### src/rtl/sub32_seq.sv
// sub32_seq -- multi-cycle 32-bit subtractor, s = a - b - bi (mod 2^32).
// One shared 4-bit ripple slice adds ~b with carry-in ~bi, processing one
// slice per clock from least to most significant (8 clocks per operation).
//
// state | meaning
// IDLE  | waiting for start; result outputs hold the last operation's values
// RUN   | writing slice cnt of s each clock (cnt = 0..7)
// DONE  | one-cycle done pulse; a start here is accepted immediately
//
// Ports:
//   clk    in   rising-edge clock
//   reset  in   asynchronous active-high reset
//   start  in   request, accepted in IDLE or DONE
//   a, b   in   32-bit minuend / subtrahend, latched on accept
//   bi     in   borrow-in, latched on accept
//   s      out  32-bit difference
//   bo     out  borrow-out (unsigned a < b + bi)
//   ovf    out  signed overflow
//   busy   out  high in RUN and DONE
//   done   out  one-cycle pulse, results valid
module sub32_seq (
  input  logic        clk,
  input  logic        reset,
  input  logic        start,
  input  logic [31:0] a,
  input  logic [31:0] b,
  input  logic        bi,
  output logic [31:0] s,
  output logic        bo,
  output logic        ovf,
  output logic        busy,
  output logic        done
);

  typedef enum logic [1:0] {
    IDLE = 2'd0,
    RUN  = 2'd1,
    DONE = 2'd2
  } state_t;

  state_t      state;
  logic [31:0] ra;
  logic [31:0] rnb;
  logic        c;
  logic [2:0]  cnt;

  logic [4:0]  slice_sum;
  logic [4:0]  slice_base;

  assign slice_base = {cnt, 2'b00};

  always_comb begin
    slice_sum = {1'b0, ra[slice_base +: 4]} + {1'b0, rnb[slice_base +: 4]}
              + {4'b0000, c};
  end

  always_ff @(posedge clk or posedge reset) begin
    if (reset) begin
      state <= IDLE;
      ra    <= 32'd0;
      rnb   <= 32'd0;
      c     <= 1'b0;
      cnt   <= 3'd0;
      s     <= 32'd0;
      bo    <= 1'b0;
      ovf   <= 1'b0;
      busy  <= 1'b0;
      done  <= 1'b0;
    end else begin
      case (state)
        IDLE: begin
          done <= 1'b0;
          if (start) begin
            ra    <= a;
            rnb   <= ~b;
            c     <= ~bi;
            cnt   <= 3'd0;
            busy  <= 1'b1;
            state <= RUN;
          end
        end

        RUN: begin
          s[slice_base +: 4] <= slice_sum[3:0];
          c   <= slice_sum[4];
          cnt <= cnt + 3'd1;
          if (cnt == 3'd7) begin
            // Final slice: slice_sum[3] is the new s[31].
            bo    <= ~slice_sum[4];
            ovf   <= (ra[31] ^ ~rnb[31]) & (slice_sum[3] ^ ra[31]);
            done  <= 1'b1;
            state <= DONE;
          end
        end

        DONE: begin
          done <= 1'b0;
          // Accepting here keeps back-to-back operations at 9 cycles each.
          if (start) begin
            ra    <= a;
            rnb   <= ~b;
            c     <= ~bi;
            cnt   <= 3'd0;
            busy  <= 1'b1;
            state <= RUN;
          end else begin
            busy  <= 1'b0;
            state <= IDLE;
          end
        end

        default: begin
          state <= IDLE;
          busy  <= 1'b0;
          done  <= 1'b0;
        end
      endcase
    end
  end

endmodule

### config.mk
export PLATFORM = sky130hd
export DESIGN_NAME = sub32_seq
export DESIGN_NICKNAME = d
export VERILOG_FILES = /design/src/rtl/sub32_seq.sv
export SDC_FILE = /design/constraint.sdc
export NUM_CORES = 1
export LEC_CHECK = 0
export ABC_CLOCK_PERIOD_IN_PS = 3790
export BUFFER_PORTS_ARGS = -buffer_cell sky130_fd_sc_hd__buf_4
export CORE_MARGIN = 5
export CORE_UTILIZATION = 40
export CTS_CLUSTER_SIZE = 10
export DETAILED_ROUTE_END_ITERATION = 7
export GPL_ROUTABILITY_DRIVEN = 0
export GPL_TIMING_DRIVEN = 0
export PLACE_DENSITY = 0.63
export SKIP_LAST_GASP = 1
export SYNTH_ARGS = -nofsm -noshare
export SYNTH_HDL_FRONTEND = slang
export SYNTH_SLANG_ARGS = --single-unit
export TNS_END_PERCENT = 100
### constraint.sdc
create_clock -name clk -period 3.79 [get_ports clk]
set_input_delay 0.758 -clock clk [delete_from_list [all_inputs] [get_ports clk]]
set_output_delay 0.758 -clock clk [all_outputs]
set_load 0.05 [all_outputs]
==> impl_results.md <==
* Vias/cell at 5.04
* Peak supply drop at 0.695 mV
* Initial drt markers at 169
* Row count at 39
* Yosys cell types at 36
* Syn_nets at 436
* Top cell family by delay on the critical path: multiplexers
* Sequential element share of the synthesized area at 56.7%
* Pleak at 0.00279 µW
* Post-Syn Area per Cell at 13.0 µm²
* CTS tree: built
* Antenna diodes at 0
* Routed length per placed instance at 16.9 µm
* # setup viols final at 0
* Status: finished, final reports clean
* Switch share at 43.4%
* RSZ-0062 raised after global routing: false
* Post-synthesis cell count at 359
* CP startpoint kind: flip-flop
* Clock network fraction of total power at 13.8%
* Postcts setup bufs at 0
* Hold_buf cts at 0
* Root Driver: clkbuf_16
* Asr flop ratio synth at 100%
* Post-DRT Antenna Nets at 0
* Arr. time, crit path at 3670 ps
* Clk slew on worst S/H paths at 70 ps
* Commonest cells post-synth: dfrtp_1 (106), mux2_2 (65), nand2_1 (61), o21ai_0 (37), mux4_2 (16)
* Area grow syn2layout at 27.0%
* Fraction of layout instances using a drive strength above 1 at 45.7%
* DP HPWL at 7880 µm
* Slew @ Worst Pin at 802 ps
* Clock latency on the worst-skew pair at 340 ps
* Crit path cell chain: buf_2 -> mux4_2 -> nand2_1 -> nand2_1 -> fa_1 -> fa_1 -> xor2_1 -> mux2_2
* Final period util at 89.7%
* Main synth FF type: dfrtp_1
* Largest net degree at the start of global routing at 57
* Pwr Density at 1070 nW/µm²
* Number of synthesized register bits at 106
* Resized cells post-CTS at 0
* Initial Util at 40.8%
* Tmin final at 3400 ps
* Worst r2r path cells at 8
* Initial antenna violation count at 0
* Switch Pwr at 2760 µW
* Final Hold Viols at 0
* Slowest-stage cell, CP: xor2_1
* Synth top area cells: dfrtp_1 (57%), mux2_2 (16%), mux4_2 (7.7%), nand2_1 (4.9%), o21ai_0 (4.0%)
* Die Span X at 118 µm
* Largest fanout on the critical path at 10
* CP Data Required Time at 4060 ps
* Slew Viols, Final at 0
* # port buffers at 103
* Core area at 11500 µm²
* Largest stage delay, worst path at 650 ps
* Grt total ovfl at 0
* DR pass1 iterations at 4
* Seq pwr share at 31.3%
* Area of the die at 14000 µm²
* Final #Nets at 551
* H-Tree Depth at 3
* Comb pwr share at 54.9%
* Area leader, netlist: dfrtp_1
* Yosys warnings at 0
* Max_cap viols at 0
* First-pass GRT wire length at 17200 µm
* Num CTS Buffers at 9
* WHS Path Cells at 2
* Dpl ws at 307 ps
* Remaining routing DRC violations at 0
* Worst Clk Skew at 12.3 ps
* Int Pwr at 3600 µW
* Total number of vias at 3137
* Maximum clock frequency at 294 MHz
* Hold WS at 480 ps
* Post-synth EDFFs at 0
* WL final at 10500 µm
* Clock sink count at 106
* Clk buf depth at 2
* Die Ht at 118 µm
* Relative slew slack at 46.1%
* Yosys top cell area share at 56.7%
* CP endpoint kind: flip-flop
* Post-route worst setup slack at 392 ps
* I/O pins at 104
* Count leader, synth: dfrtp_1
* Crit path depth at 8
* Crit path kind: flip-flop to flip-flop
* Hold Path Class: flip-flop to flip-flop
* Buf+Inv Stages, Crit Path at 1
* Total GRT Usage at 15.4%
* Mapped Area at 4680 µm²
* Vias in the first global route at 3345
-- power by group through the flow --
| stage | combinational, µW | sequential, µW | clock [µW] |
|---|---|---|---|
| 6_report | 3490 | 1990 | 874 |
| 3_3_place_gp | 3490 | 1990 | 0 |
| 2_1_floorplan | 1910 | 2570 | 0 |
| 4_1_cts | 3570 | 1990 | 898 |
| 5_1_grt | 3830 | 2060 | 942 |
| 3_5_place_dp | 3570 | 2020 | 0 |
-- layout make-up --
| class | instances | area, µm² |
|---|---|---|
| repair buffers | 104 | 801 |
| fillers | 1023 | 5520 |
| well taps | 143 | 179 |
| flip-flops and latches | 106 | 2650 |
| inverters | 8 | 32.5 |
| clock inverters | 5 | 38.8 |
| plain buffers | 20 | 109 |
| multi-input cells | 225 | 1890 |
| clock buffers | 11 | 243 |
-- routing by layer --
layer  part of all wire, %  vias to the layer above  wire length (µm)  GRT usage [%]
li1                      -                     1482                 -              -
met1                    42                     1545              4450           20.3
met2                    50                      100              5200           25.1
met3                   7.0                       10               730           4.54
met4                   1.1                        0               113           3.87
met5                     0                        -                 0              0
-- state kept, by name, indices dropped and copies added, names as in the netlist, 2 cells and up --
name and cells:
ra 32, rnb 32, s 32, cnt 3, state 2
-- path summary, 6_finish.rpt --
| check | end | slack (ps) | start |
|---|---|---|---|
| min in group asynchronous | s[2] | 520 | reset |
| max in group asynchronous | ra[27] | 2570 | reset |
| setup reg to reg | s[10] | 390 | cnt[0] |
| setup / recovery | s[10] | 390 | cnt[0] |
| hold / removal | rnb[18] | 480 | rnb[18] |
| hold reg to reg | rnb[18] | 480 | rnb[18] |
-- stage by stage --
step	cells	power, µW	util, %	instance area, µm²	TNS [ps]
3_5_place_dp	606	5590	49.4	5660	0
2_1_floorplan	359	4490	-	4680	0
5_1_grt	622	6840	51.8	5940	0
6_report	622	6350	51.8	5940	0
4_1_cts	622	6460	51.8	5940	0
3_3_place_gp	605	5480	49.1	5630	-103580
-- layout by cell type (no fill, tap or decap), types with 2 or more instances in the layout --
| cell | Yosys | routed |
|---|---|---|
| a21o_1 | 2 | 2 |
| a21oi_1 | 2 | 2 |
| a22o_1 | 2 | 2 |
| and2_1 | 2 | 2 |
| and3_1 | 3 | 3 |
| buf_2 | 12 | 12 |
| buf_4 | 1 | 104 |
| buf_6 | 2 | 2 |
| clkbuf_1 | 5 | 6 |
| clkbuf_16 | 0 | 9 |
| clkinv_4 | 0 | 2 |
| dfrtp_1 | 106 | 106 |
| fa_1 | 2 | 2 |
| ha_1 | 7 | 7 |
| inv_1 | 7 | 6 |
| mux2_2 | 65 | 65 |
| mux4_2 | 16 | 16 |
| nand2_1 | 61 | 61 |
| nand2b_1 | 2 | 2 |
| nand3_1 | 2 | 2 |
| nor2_1 | 7 | 7 |
| o21ai_0 | 37 | 37 |
-- cells by family (layout without fill, tap and decap cells) --
kind of cell	Yosys count	count (layout)	share of synthesized area [%]
multiplexers	82	82	23.6
adder cells (fa/ha/maj)	9	9	2.73
flip-flops	106	106	56.7
AO/OA/AOI/OAI	46	46	5.40
buffers and inverters	28	148	2.97
XOR/XNOR	2	2	0.374
AND/OR/NAND/NOR	86	86	8.29
-- worst register-to-register path, cell delays in order (launching register included) --
cell     delay (ps)
dfrtp_1         440
buf_2           360
mux4_2          590
nand2_1          90
nand2_1          80
fa_1            430
fa_1            410
xor2_1          650
mux2_2          290
(Power assumes the default switching activity.)
